`config.mk`:
```
export PLATFORM = sky130hd
export DESIGN_NAME = mealy_table_fsm
export DESIGN_NICKNAME = d
export VERILOG_FILES = /design/src/rtl/mealy_table_fsm.sv
export SDC_FILE = /design/constraint.sdc
export NUM_CORES = 1
export LEC_CHECK = 0
export ABC_AREA = 1
export ABC_CLOCK_PERIOD_IN_PS = 3000
export CAP_MARGIN = 20
export CORE_ASPECT_RATIO = 0.9
export CORE_MARGIN = 3
export CORE_UTILIZATION = 34
export CTS_BUF_LIST = sky130_fd_sc_hd__clkbuf_8
export DETAILED_ROUTE_END_ITERATION = 10
export GPL_TIMING_DRIVEN = 0
export HOLD_SLACK_MARGIN = 0.06
export MAX_ROUTING_LAYER = met4
export PLACE_DENSITY = 0.59
export SLEW_MARGIN = 20
export SYNTH_ARGS = -nofsm -noshare
export SYNTH_HDL_FRONTEND = slang
export SYNTH_SLANG_ARGS = --single-unit
```
`constraint.sdc`:
```
create_clock -name clk -period 3 [get_ports clk]
set_input_delay 0.6 -clock clk [delete_from_list [all_inputs] [get_ports clk]]
set_output_delay 0.6 -clock clk [all_outputs]
set_load 0.02 [all_outputs]
```
`src/rtl/mealy_table_fsm.sv`:
```
// Run-time programmable Mealy machine: the transition/output table is a register
// file written and read through a config port, with a step counter and sticky error.
module mealy_table_fsm #(
  parameter int N_STATES = 4,
  parameter int IN_W     = 2,
  parameter int OUT_W    = 1,
  parameter int CNT_W    = 16,
  localparam int SW      = (N_STATES > 2) ? $clog2(N_STATES) : 1,
  localparam int AW      = SW + IN_W,
  localparam int DW      = SW + OUT_W
) (
  input  logic             clk,
  input  logic             reset,
  input  logic [IN_W-1:0]  sw_in,
  input  logic             ctrl_in,
  input  logic [SW-1:0]    state_in,
  input  logic             cfg_we,
  input  logic             cfg_re,
  input  logic [AW-1:0]    cfg_addr,
  input  logic [DW-1:0]    cfg_wdata,
  output logic [DW-1:0]    cfg_rdata,
  output logic             cfg_rvalid,
  input  logic             err_clr,
  output logic [SW-1:0]    state,
  output logic [OUT_W-1:0] out,
  output logic [CNT_W-1:0] step_cnt,
  output logic             err
);

  localparam int DEPTH = 1 << AW;

  // Entries are {next_state, out}; addresses are {state, input}.
  logic [DW-1:0] tbl [DEPTH];

  logic [DW-1:0] step_entry;
  logic [SW-1:0] step_next;
  logic          step_legal;
  logic          addr_legal;
  logic          reset_legal;
  logic          err_set;

  always_comb begin
    step_entry  = tbl[{state, sw_in}];
    step_next   = step_entry[DW-1:OUT_W];
    step_legal  = int'(step_next) < N_STATES;
    addr_legal  = int'(cfg_addr[AW-1:IN_W]) < N_STATES;
    reset_legal = int'(state_in) < N_STATES;
    err_set     = ((cfg_we || cfg_re) && !addr_legal) || (ctrl_in && !step_legal);
  end

  // Step, read and write all sample the table before this edge's write lands.
  always_ff @(posedge clk) begin
    if (reset) begin
      state      <= reset_legal ? state_in : '0;
      out        <= '0;
      step_cnt   <= '0;
      cfg_rdata  <= '0;
      cfg_rvalid <= 1'b0;
      err        <= !reset_legal;
      for (int unsigned i = 0; i < DEPTH; i++) begin
        tbl[AW'(i)] <= '0;
      end
    end else begin
      if (ctrl_in) begin
        state    <= step_legal ? step_next : '0;
        out      <= step_entry[OUT_W-1:0];
        step_cnt <= step_cnt + CNT_W'(1);
      end
      cfg_rvalid <= cfg_re;
      if (cfg_re) begin
        cfg_rdata <= addr_legal ? tbl[cfg_addr] : '0;
      end
      if (cfg_we && addr_legal) begin
        tbl[cfg_addr] <= cfg_wdata;
      end
      if (err_set) begin
        err <= 1'b1;
      end else if (err_clr) begin
        err <= 1'b0;
      end
    end
  end

endmodule

```
==> flow_summary.toml, run 1 <==
[worst_setup_path]
crit_buf_inv = 1
crit_slowest_cell = "clkdlybuf4s50_1"
crit_end = "state[0]"
r2r_slack_ns = 1.50
r2r_end = "state[1]"
crit_arrival_ns = 1.62
cp_num_cells = 1
path_cells = "clkdlybuf4s50_1"
crit_required_ns = 2.40
critical_path_class = "reg2out"
worst_path_largest_cell_delay_ns = 0.69
timing.rr.start = "state[0]"
end_kind = "output pin"
worstRegToRegCells = 7
crit_fanout = 8
cp_top_family = "buffers and inverters"
startpoint = "state[0]"
startpoint_type = "register"

[synth]
synth-seq-area-share_pct = 48.7
ys_ff_latch = 71
synth_area_sq_um = 3940
synthFlopType = "edfxtp_1"
syn_nets = 538
async_flop_share_pct = 0
syn_area_per_cell_sq_um = 7.58
yosysWarnings = 0
synth.distinct_cells = 27
netlist_instances = 520
synth-edff-count = 50

[place]
postPlaceCellArea_sq_um = 4470
finalWeightedCongestion = 1.04
dp_hpwl_mm = 8.36
place_worst_setup_slack_ns = 0.543
port_buffers = 34

[worst_hold_path]
worstHoldPathType = "reg2reg"

[drt]
wl_mm = 11.4
first_pass_iters = 5
antenna_left = 0
wire_per_inst_microns = 15.8
drc = 0
drtIter0Drc = 361
via_per_inst = 5.01
via_count = 3617

[timing]
relSlewSlack_pct = 53.7
finalHoldViolCount = 0
max_freq_mhz = 450
timing.final.crit_share_pct = 74.1
drv_slew = 0
rsz0062_at_grt = "no"
skew_ns = 0.00595
min_period_ns = 2.22
tns_ns = 0
setup_slack_ns = 0.777
setup_violations = 0
tightest_slew_ns = 0.695

[die]
die_area_sq_um = 12900
fp.dieH_microns = 108
std_cell_rows = 36
start_util_pct = 35.6
coreArea_sq_um = 11100
boundaryPins = 41
die_w_microns = 120

[global_route]
grt_max_degree = 12
grt_pass1_wl_mm = 18.2
antenna_found_initial = 0
grt_pass1_vias = 3403
grt_usage_pct = 18.8
grt-ovfl-total = 0

[clock_network]
hold_buffers = 0
clk_pin_slew_ns = 0.08
cts_buffer_depth = 2
clk_latency_ns = 0.35
cts_buffers = 9
cts_sinks = 71
cts_tree = "built"
post_cts_resized = 0
cts_setup_buffers = 0
h-tree-depth = 3
cts-root-buf = "clkbuf_8"

[final_layout]
final_common_cell = "nand2_1"
final_area_sq_um = 4650
nFillCells = 1148
layout_common_cells = "184 x nand2_1, 73 x nor2_1, 59 x nand3_1"
drive_gt1_share_pct = 8.95
area_growth_pct = 17.9
antenna_cells = 0
fin_nets = 583

[flow_run]
max_cap_viol_count = 0

[power_and_ir_drop]
power.leakage_nw = 1.96
ir_drop_v = 0.000208
p_per_area_nw_per_um2 = 463
finalPower_mw = 2.15

[run_status]
outcome = "completed"
-- layout make-up --
cell class | count | area (sq um) | share of cell area (%)
Tap cell | 152 | 190 | 4.09
Buffer | 24 | 168 | 3.61
Inverter | 44 | 165 | 3.55
Clock buffer | 11 | 151 | 3.26
Multi-Input combinational cell | 381 | 1690 | 36.3
Sequential cell | 71 | 1920 | 41.3
Timing Repair Buffer | 34 | 340 | 7.32
Clock inverter | 5 | 23.8 | 0.511
-- synth_stat cells, types with 6 or more instances --
master      n  share of area, %
nand2_1   184                18
nor2_1     73               7.0
nand3_1    59               7.5
edfxtp_1   50                38
inv_1      40               3.8
dfxtp_1    21                11
o21ai_0    21               2.7
a21oi_1    10               1.3
buf_4       8               1.5
nand4_1     8               1.3
nor2_2      7               1.1
buf_6       6               1.7
clkbuf_1    6              0.57
-- stage by stage --
stage	hold slack (ns)	instances	utilization [%]
after floorplan	0.561	520	-
after global placement	0.487	706	40.4
after detailed placement	0.492	706	40.4
after CTS	0.503	722	41.9
after global routing	0.530	722	41.9
final	0.501	722	41.9
-- worst min-delay path, cell delays in order (launching register included) --
cell and delay, ns:
dfxtp_1 0.34, inv_1 0.07, a21oi_1 0.05
-- per-layer routing --
metal | track usage, % | routed length, microns | part of all wire [%]
met5 | - | 0 | 0
met4 | 6.87 | 308 | 2.7
met3 | 4.50 | 678 | 6.0
met2 | 28.4 | 4980 | 44
met1 | 24.6 | 5410 | 48
-- flip-flops by register name (all words and copies together), names as in the netlist --
name	flops
cfg_rdata	3
cfg_rvalid	1
out	1
state	2
step_cnt	16
tbl	48
-- cells by family after synthesis --
kind of cell,Yosys count,synth area share (%)
AOI/OAI and AO/OA,33,4.19
xor gates and xnor gates,2,0.444
adders and majority gates,1,0.317
buffers and inverters,68,8.44
DFF,71,48.7
other,1,0.0951
and+or+nand+nor,344,37.8
-- worst min path at each step --
| stage | start | end | slack (ns) | depth (start not counted) |
|---|---|---|---|---|
| 2_1_floorplan | step_cnt[11] | step_cnt[11] | 0.56 | 2 |
| 3_3_place_gp | step_cnt[9] | step_cnt[9] | 0.49 | 2 |
| 3_5_place_dp | step_cnt[9] | step_cnt[9] | 0.49 | 2 |
| 4_1_cts | step_cnt[9] | step_cnt[9] | 0.50 | 2 |
| 5_1_grt | step_cnt[9] | step_cnt[9] | 0.53 | 2 |
| 6_report | step_cnt[9] | step_cnt[9] | 0.50 | 2 |
-- power by group --
part / total [mW] / switching, mW / internal [mW]
logic: 0.315 / 0.202 / 0.113
registers: 1.14 / 0.0439 / 1.10
clock network: 0.692 / 0.355 / 0.337
total: 2.15 / 0.601 / 1.55
(Power assumes the default switching activity.)
==> inputs of run 2 (changes only) <==
--- a/config.mk
+++ b/config.mk
@@ -6,7 +6,7 @@
 export NUM_CORES = 1
 export LEC_CHECK = 0
 export ABC_AREA = 1
-export ABC_CLOCK_PERIOD_IN_PS = 3000
+export ABC_CLOCK_PERIOD_IN_PS = 1800
 export CAP_MARGIN = 20
 export CORE_ASPECT_RATIO = 0.9
 export CORE_MARGIN = 3
@@ -16,7 +16,7 @@
 export GPL_TIMING_DRIVEN = 0
 export HOLD_SLACK_MARGIN = 0.06
 export MAX_ROUTING_LAYER = met4
-export PLACE_DENSITY = 0.59
+export PLACE_DENSITY = 0.61
 export SLEW_MARGIN = 20
 export SYNTH_ARGS = -nofsm -noshare
 export SYNTH_HDL_FRONTEND = slang
==> constraint.sdc (replaced) <==
create_clock -name clk -period 1.8 [get_ports clk]
set_input_delay 0.36 -clock clk [delete_from_list [all_inputs] [get_ports clk]]
set_output_delay 0.36 -clock clk [all_outputs]
set_load 0.02 [all_outputs]
==> run 2 against run 1 <==
Clock skew grew 0.0036 ns. Power increased by 73%. Count of clock-buffer cells in the layout shrank 2. Critical endpoint is now step_cnt[1]. Highest routed layer unchanged.
==> flow_summary.toml, run 2 (same netlist as run 1, synthesis figures left out) <==
[power_and_ir_drop]
p_switching_mw = 1.06
power.leakage_nw = 2.07
finalPower_mw = 3.73
power.share.sequential_pct = 50.7
p_clk_share_pct = 34.7
p_comb_share_pct = 14.6
cellInternalPower_mw = 2.67
sw_frac_of_total_pct = 28.5
ir_drop_v = 0.000521
p_per_area_nw_per_um2 = 794

[clock_network]
h-tree-depth = 3
cts_tree = "built"
cts_sinks = 71
cts_buffer_depth = 2
clk_latency_ns = 0.36
cts_buffers = 9
clk_pin_slew_ns = 0.08
cts-root-buf = "clkbuf_8"

[worst_setup_path]
crit_buf_inv = 1
critical_path_class = "reg2out"
path_cells = "clkdlybuf4s50_1"
crit_slowest_cell = "clkdlybuf4s50_1"
end_kind = "output pin"
worst_path_largest_cell_delay_ns = 0.63
crit_required_ns = 1.44
cp_num_cells = 1
crit_fanout = 4
worstRegToRegCells = 9
startpoint_type = "register"
crit_arrival_ns = 1.38
cp_top_family = "buffers and inverters"

[final_layout]
layout_common_cells = "183 x nand2_1, 72 x nor2_1, 59 x nand3_1"
final_common_cell = "nand2_1"
fin_nets = 584
final_util_pct = 42.4
antenna_cells = 0
area_growth_pct = 19.1
multiInputGateArea_sq_um = 1700
nFillCells = 1131
reg_top3 = "tbl x48, step_cnt x16, cfg_rdata x3"
top_register = "tbl"
largest_reg_flops = 48
final_area_sq_um = 4700
fin_cells = 723
drive_gt1_share_pct = 10.2
seqCellArea_sq_um = 1920

[drt]
antenna_left = 0
drtIter0Drc = 233
first_pass_iters = 5
via_count = 3631
via_per_inst = 5.02
drc = 0
wl_mm = 11.3
wire_per_inst_microns = 15.6

[place]
dp_hpwl_mm = 8.39
finalWeightedCongestion = 1.04
dp.cells = 706
postPlaceCellArea_sq_um = 4470
place_worst_setup_slack_ns = -0.468
port_buffers = 34

[timing]
setup_slack_ns = 0.0560
tns_ns = 0
skew_ns = 0.00954
min_period_ns = 1.74
max_freq_mhz = 573
holdWs_ns = 0.307
drv_slew = 0
tightest_slew_ns = 0.750
relSlewSlack_pct = 50.0
finalHoldViolCount = 0
setup_violations = 0
timing.final.crit_share_pct = 96.9

[die]
std_cell_rows = 36
coreArea_sq_um = 11100
start_util_pct = 35.6
die_area_sq_um = 12900
fp.dieH_microns = 108
die_w_microns = 120
boundaryPins = 41

[global_route]
met1_usage_pct = 22.9
use_met3_pct = 5.23
antenna_found_initial = 0
grt_pass1_vias = 3375
grt_max_degree = 14
gr-usage-met2_pct = 28.4
busiest_layer = "met2"
grt_usage_pct = 18.3
grt_pass1_wl_mm = 17.6
grt-ovfl-total = 0

[flow_run]
max_cap_viol_count = 0

[worst_hold_path]
min_path_cells = 3
worstHoldPathType = "in2reg"

[run_status]
outcome = "completed"
==> run 2: cell count changes in the layout (fill, tap and decap cells not counted), sizes merged <==
cell	before	now
buf	18	19
bufinv	0	1
clkbuf	17	15
clkdlybuf4s50	34	26
clkinv	2	3
dlygate4sd2	0	3
dlymetal6s2s	0	5
==> run 2: final timing paths <==
kind	start	to	slack, ns
worst max-delay path	step_cnt[1]	step_cnt[1]	0.06
worst min-delay path	ctrl_in	step_cnt[12]	0.31
worst max register to register	step_cnt[0]	step_cnt[14]	0.34
worst min register to register	step_cnt[11]	step_cnt[11]	0.51
==> run 2: metal layers <==
| metal | share of wire [%] | wire length, microns |
|---|---|---|
| met1 | 44 | 4960 |
| met2 | 46 | 5170 |
| met3 | 8.1 | 913 |
| met4 | 2.1 | 233 |
| met5 | 0 | 0 |
==> run 2: layout make-up <==
class	count	share of cell area, %
flip-flops and latches	71	40.9
multi-input cells	381	36.1
clock inverters	7	1.49
inverters	44	3.52
clock buffers	9	2.64
plain buffers	24	3.65
well taps	152	4.05
repair buffers	35	7.59
==> run 2: power groups by stage <==
stage | sequential, mW | combinational (mW) | clock, mW
2_1_floorplan | 1.93 | 0.313 | 0
3_3_place_gp | 1.93 | 0.519 | 0
3_5_place_dp | 1.93 | 0.522 | 0
4_1_cts | 1.89 | 0.535 | 1.32
5_1_grt | 1.90 | 0.598 | 1.39
6_report | 1.89 | 0.544 | 1.30
==> run 2: timing repair <==
action | CTS | global route
hold buffers | 0 | 0
setup buffers | 1 | 0
setup endpoints to repair | 12 | 54
gates resized for setup | 4 | 11
pin swaps | 0 | 1
hold endpoints to repair | 0 | 0
